[config.mk]
export PLATFORM = sky130hd
export DESIGN_NAME = bcd_to_binary_seq
export DESIGN_NICKNAME = d
export VERILOG_FILES = /design/src/rtl/bcd_to_binary_seq.sv
export SDC_FILE = /design/constraint.sdc
export NUM_CORES = 1
export LEC_CHECK = 0
export ABC_AREA = 1
export ABC_CLOCK_PERIOD_IN_PS = 1600
export CORE_UTILIZATION = 45
export CTS_CLUSTER_SIZE = 25
export DETAILED_ROUTE_END_ITERATION = 7
export PLACE_DENSITY = 0.74
export SLEW_MARGIN = 10
export SYNTH_ARGS = -nofsm -noshare
export SYNTH_HDL_FRONTEND = slang
export SYNTH_SLANG_ARGS = --single-unit
[constraint.sdc]
create_clock -name clk -period 1.6 [get_ports clk]
set_clock_uncertainty 0.1 [all_clocks]
set_input_delay 0.32 -clock clk [delete_from_list [all_inputs] [get_ports clk]]
set_output_delay 0.32 -clock clk [all_outputs]
set_load 0.005 [all_outputs]
[src/rtl/bcd_to_binary_seq.sv]
// Sequential packed-BCD to unsigned binary converter (reverse double-dabble, one shift per clock).
// start/busy/done handshake; any digit above 9 is flagged through err and gives binary=0.
module bcd_to_binary_seq #(
  parameter int unsigned DIGITS = 3,
  parameter int unsigned BIN_W  = 10
) (
  input  logic                  clk,
  input  logic                  rst,
  input  logic                  start,
  input  logic [4*DIGITS-1:0]   bcd,
  output logic                  busy,
  output logic                  done,
  output logic                  err,
  output logic [BIN_W-1:0]      binary
);

  localparam int unsigned BCD_W = 4 * DIGITS;
  localparam int unsigned SR_W  = BCD_W + BIN_W;
  localparam int unsigned CNT_W = $clog2(BIN_W + 1);

  typedef enum logic [1:0] {
    IDLE  = 2'd0,
    SHIFT = 2'd1,
    DONE  = 2'd2
  } state_t;

  state_t             state_q, state_d;
  logic [SR_W-1:0]    sr_q, sr_d, sr_sh;
  logic [CNT_W-1:0]   cnt_q, cnt_d;
  logic               bad_q, bad_d;
  logic               busy_d, done_d, err_d;
  logic [BIN_W-1:0]   binary_d;

  function automatic logic has_bad_digit(input logic [BCD_W-1:0] v);
    logic bad;
    bad = 1'b0;
    for (int i = 0; i < int'(DIGITS); i++) begin
      if (v[4*i +: 4] > 4'd9) bad = 1'b1;
    end
    return bad;
  endfunction

  // Next-state, datapath and output decode
  always_comb begin
    state_d  = state_q;
    sr_d     = sr_q;
    cnt_d    = cnt_q;
    bad_d    = bad_q;
    done_d   = 1'b0;
    err_d    = err;
    binary_d = binary;

    // Shift right, then pull every BCD digit that reached 8 or more back down by 3
    sr_sh = sr_q >> 1;
    for (int i = 0; i < int'(DIGITS); i++) begin
      if (sr_sh[BIN_W + 4*i +: 4] >= 4'd8) begin
        sr_sh[BIN_W + 4*i +: 4] = sr_sh[BIN_W + 4*i +: 4] - 4'd3;
      end
    end

    unique case (state_q)
      IDLE: begin
        if (start) begin
          if (has_bad_digit(bcd)) begin
            bad_d   = 1'b1;
            state_d = DONE;
          end else begin
            sr_d    = {bcd, {BIN_W{1'b0}}};
            cnt_d   = '0;
            bad_d   = 1'b0;
            state_d = SHIFT;
          end
        end
      end
      SHIFT: begin
        sr_d  = sr_sh;
        cnt_d = cnt_q + CNT_W'(1);
        if (cnt_q == CNT_W'(BIN_W - 1)) state_d = DONE;
      end
      DONE: begin
        done_d   = 1'b1;
        err_d    = bad_q;
        binary_d = bad_q ? '0 : sr_q[BIN_W-1:0];
        state_d  = IDLE;
      end
      default: state_d = IDLE;
    endcase

    // busy also covers the cycle in which done is presented
    busy_d = (state_d != IDLE) || (state_q == DONE);
  end

  // State and registered outputs
  always_ff @(posedge clk) begin
    if (rst) begin
      state_q <= IDLE;
      sr_q    <= '0;
      cnt_q   <= '0;
      bad_q   <= 1'b0;
      busy    <= 1'b0;
      done    <= 1'b0;
      err     <= 1'b0;
      binary  <= '0;
    end else begin
      state_q <= state_d;
      sr_q    <= sr_d;
      cnt_q   <= cnt_d;
      bad_q   <= bad_d;
      busy    <= busy_d;
      done    <= done_d;
      err     <= err_d;
      binary  <= binary_d;
    end
  end

endmodule

==> summary.txt <==
Clock tree
  • CTS Hold Buffers Added: 0
  • Clk sinks: between 40 and 50
  • CTS max path bufs: 2
  • CTS tree: yes
  • Worst-skew pair later-pin latency: approximately 0.30 ns
  • Worst-path clk slew: around 0.080 ns
  • Num CTS Buffers: 5
  • CTS H-tree depth: 2
  • Clock Tree Root: clkbuf_8
  • Number of post-CTS setup repair buffers: 0

Detailed routing
  • Via count: between 1.5k and 2k
  • DR vias/cell: 5.033
  • Antenna-violating nets left: 0
  • DRC: 0
  • Total Wirelength: 4148 um
  • Post-DR wirelength/cell: 11.52 um
  • Initial drt markers: slightly above 100
  • Drt pass-1 iters: 4

Die
  • Die W: between 60 and 70 um
  • Core box area: roughly 4100 um^2
  • Row count: 23
  • IO Pins: 28
  • DIE AREA: 4562 um^2
  • Die Y-Extent: between 60 and 70 um
  • Initial Util: 0.4764

Critical path
  • Top cell family by delay on the critical path: buffers and inverters
  • Setup CP Type: reg -> out
  • Worst R2R Path Depth: 7
  • CP Capture Type: output pin
  • Startpoint Class: flip-flop
  • Worst setup endpoint: binary[5]
  • Critical path launch point: binary[5]$_SDFFE_PP0P_
  • Crit-path max FO: 2
  • Worst R2R Setup Slack: about 0.19 ns
  • Worst path cell trace: clkdlybuf4s50_1
  • Levels on crit path: 1
  • WP data required: around 1.2 ns
  • Max stage delay on crit path: roughly 0.50 ns
  • Crit path arrival time: approximately 1.1 ns
  • Reg-to-reg endpoint: sr_q[16]$_SDFFE_PP0P_
  • Worst path slowest cell: clkdlybuf4s50_1
  • Reg2reg start: state_q[0]$_SDFF_PP0_
  • CP Buf/Inv Count: 1

STA
  • RSZ-0062 raised after global routing: no
  • Final hold slack: approximately 0.36 ns
  • Tightest Pin Transition: 0.3896 ns
  • F_max: 644.3 MHz
  • Final setup margin: approximately 0.048 ns
  • Fin crit period: between 1.5 and 2 ns
  • Fin. Hold Viols: 0
  • Final setup violation count: 0
  • Slew Limit Fails: 0
  • Final period utilization: 0.9700
  • Max_slew headroom: 0.7400

Pwr
  • Total power: roughly 2300 uW
  • P per Cell Area: 935.7 nW/um^2
  • Pleak: ~0.0010 uW
  • Peak VDD IR: about 0.56 mV

GRT
  • Met2 usage: 0.3403
  • Grt peak-use layer: met2
  • Largest net degree at the start of global routing: 44
  • Vias in the first global route: around 1.6k
  • Initial antenna violation count: 0
  • Global Route met3 Usage: 0.05236
  • Global-route wire length before repair: 6789 um
  • GR Layer Usage met1: 0.2402
  • Congestion Overflow GR: 0
  • Total Routing Usage GR: 0.2028

Outcome
  • Status: completed

Cells and area
  • Share of cells above drive strength 1: 0.1129
  • Cell area after layout: approximately 2400 um^2
  • N_diodes: 0
  • Layout area overhead: 26.60%
  • Register area: between 800 and 900 um^2
  • # fillers: 358
  • Final nets: 330
  • Area of the multi-input gates: 940.9 um^2

Placement
  • Dpl ws: -0.2159 ns
  • Post-DP Area: ~2300 um^2
  • Post-DP HPWL: 2786 um
  • Placer's final routability congestion estimate: 0.8055
  • Port bufs: 27

Yosys
  • Post-Synthesis Cell Area: slightly below 2000 um^2
  • Synth Warn #: 0
  • Synth cell types: 23
  • Synth Area per Inst: between 7 and 8 um^2
  • Syn nets: just under 300
  • Mapped Cells: 272
  • Number of synthesized register bits: 42
  • Sequential area share after synthesis: 0.4350

Hold path
  • Worst hold path type: reg -> reg

Flow run
  • Max cap viols: 0
-- sequential cells by signal, indices dropped and copies added (netlist names) --
register and flops:
sr_q 22, busy 1, err 1, cnt_q 4, bad_q 1, state_q 2
binary 10, done 1
-- layer usage --
layer,vias up,part of all wire
met5,-,0
met4,0,0.018
met3,7,0.042
met2,45,0.47
met1,808,0.47
li1,952,-
-- cell families after synthesis --
group / Yosys count / synth area share
adder cells (fa/ha/maj): 6 / 0.03883
AO/OA/AOI/OAI: 55 / 0.1443
buffers and inverters: 34 / 0.08026
AND/OR/NAND/NOR: 135 / 0.3016
flip-flops: 42 / 0.4350
-- Yosys cell counts (all sizes together) --
cell type / instances / area (um^2)
nand3b: 1 / 7.510
inv: 20 / 75.07
a21oi: 35 / 175.2
nor2: 34 / 137.6
nand2: 68 / 257.8
o21ai: 19 / 95.09
clkbuf: 5 / 18.77
nand3: 25 / 125.1
a31o: 1 / 8.760
ha: 6 / 75.07
nor3: 3 / 15.01
buf: 9 / 61.31
dfxtp: 42 / 840.8
or2: 1 / 6.260
nand4: 3 / 33.78
-- placed cells by master (no fill, tap or decap) --
cell type        instances
o21ai_0                 13
buf_4                   16
buf_12                   1
clkbuf_8                 5
o21ai_2                  1
nor2_2                   1
clkdlybuf4s50_1         24
nor2_1                  32
dfxtp_1                 41
nand3b_1                 1
nand3_1                 25
nand4_1                  2
ha_1                     6
nor2_4                   1
dlymetal6s2s_1           3
or2_0                    1
inv_2                    3
nor3_1                   3
a31o_2                   1
a21oi_1                 35
nand4_4                  1
clkinv_2                 2
dfxtp_2                  1
o21ai_1                  5
nand2_1                 67
nand2_2                  1
bufinv_16                1
inv_1                   17
-- where the power goes --
group          total [uW]  leakage (uW)  internal [uW]  switching [uW]
registers            1130      0.000341           1090            38.5
logic                 339      0.000641            152             187
clock network         825     0.0000579            459             366
total                2290       0.00104           1700             591
-- timing repair --
action                                  CTS  global route
hold endpoints to repair                  0             0
resized for setup                         0             5
endpoints found under the setup margin    0             5
-- how the worst min path moves through the flow --
stage	start	end	slack [ns]	cells past startpoint
floorplan	sr_q[10]$_SDFFE_PP0P_	sr_q[9]$_SDFFE_PP0P_	0.34	2
global placement	binary[2]$_SDFFE_PP0P_	binary[2]$_SDFFE_PP0P_	0.35	2
detailed placement	binary[4]$_SDFFE_PP0P_	binary[4]$_SDFFE_PP0P_	0.35	2
CTS	binary[7]$_SDFFE_PP0P_	binary[7]$_SDFFE_PP0P_	0.37	2
global route	binary[3]$_SDFFE_PP0P_	binary[3]$_SDFFE_PP0P_	0.39	2
finish	binary[4]$_SDFFE_PP0P_	binary[4]$_SDFFE_PP0P_	0.36	2
-- area by class of cell --
type / instances / area share
flip-flops and latches: 42 / 0.3441
well taps: 50 / 0.02556
multi-input cells: 196 / 0.3845
inverters: 20 / 0.03067
repair buffers: 44 / 0.1708
clock buffers: 5 / 0.02812
clock inverters: 3 / 0.01636
-- metrics by stage --
step	TNS, ns	instances	util
2_1_floorplan	0	272	-
3_3_place_gp	-4.472	352	0.5732
3_5_place_dp	-5.223	352	0.5732
4_1_cts	0	360	0.6001
5_1_grt	0	360	0.6031
6_report	0	360	0.6031
Note: power is estimated with default switching activity, not from simulation.
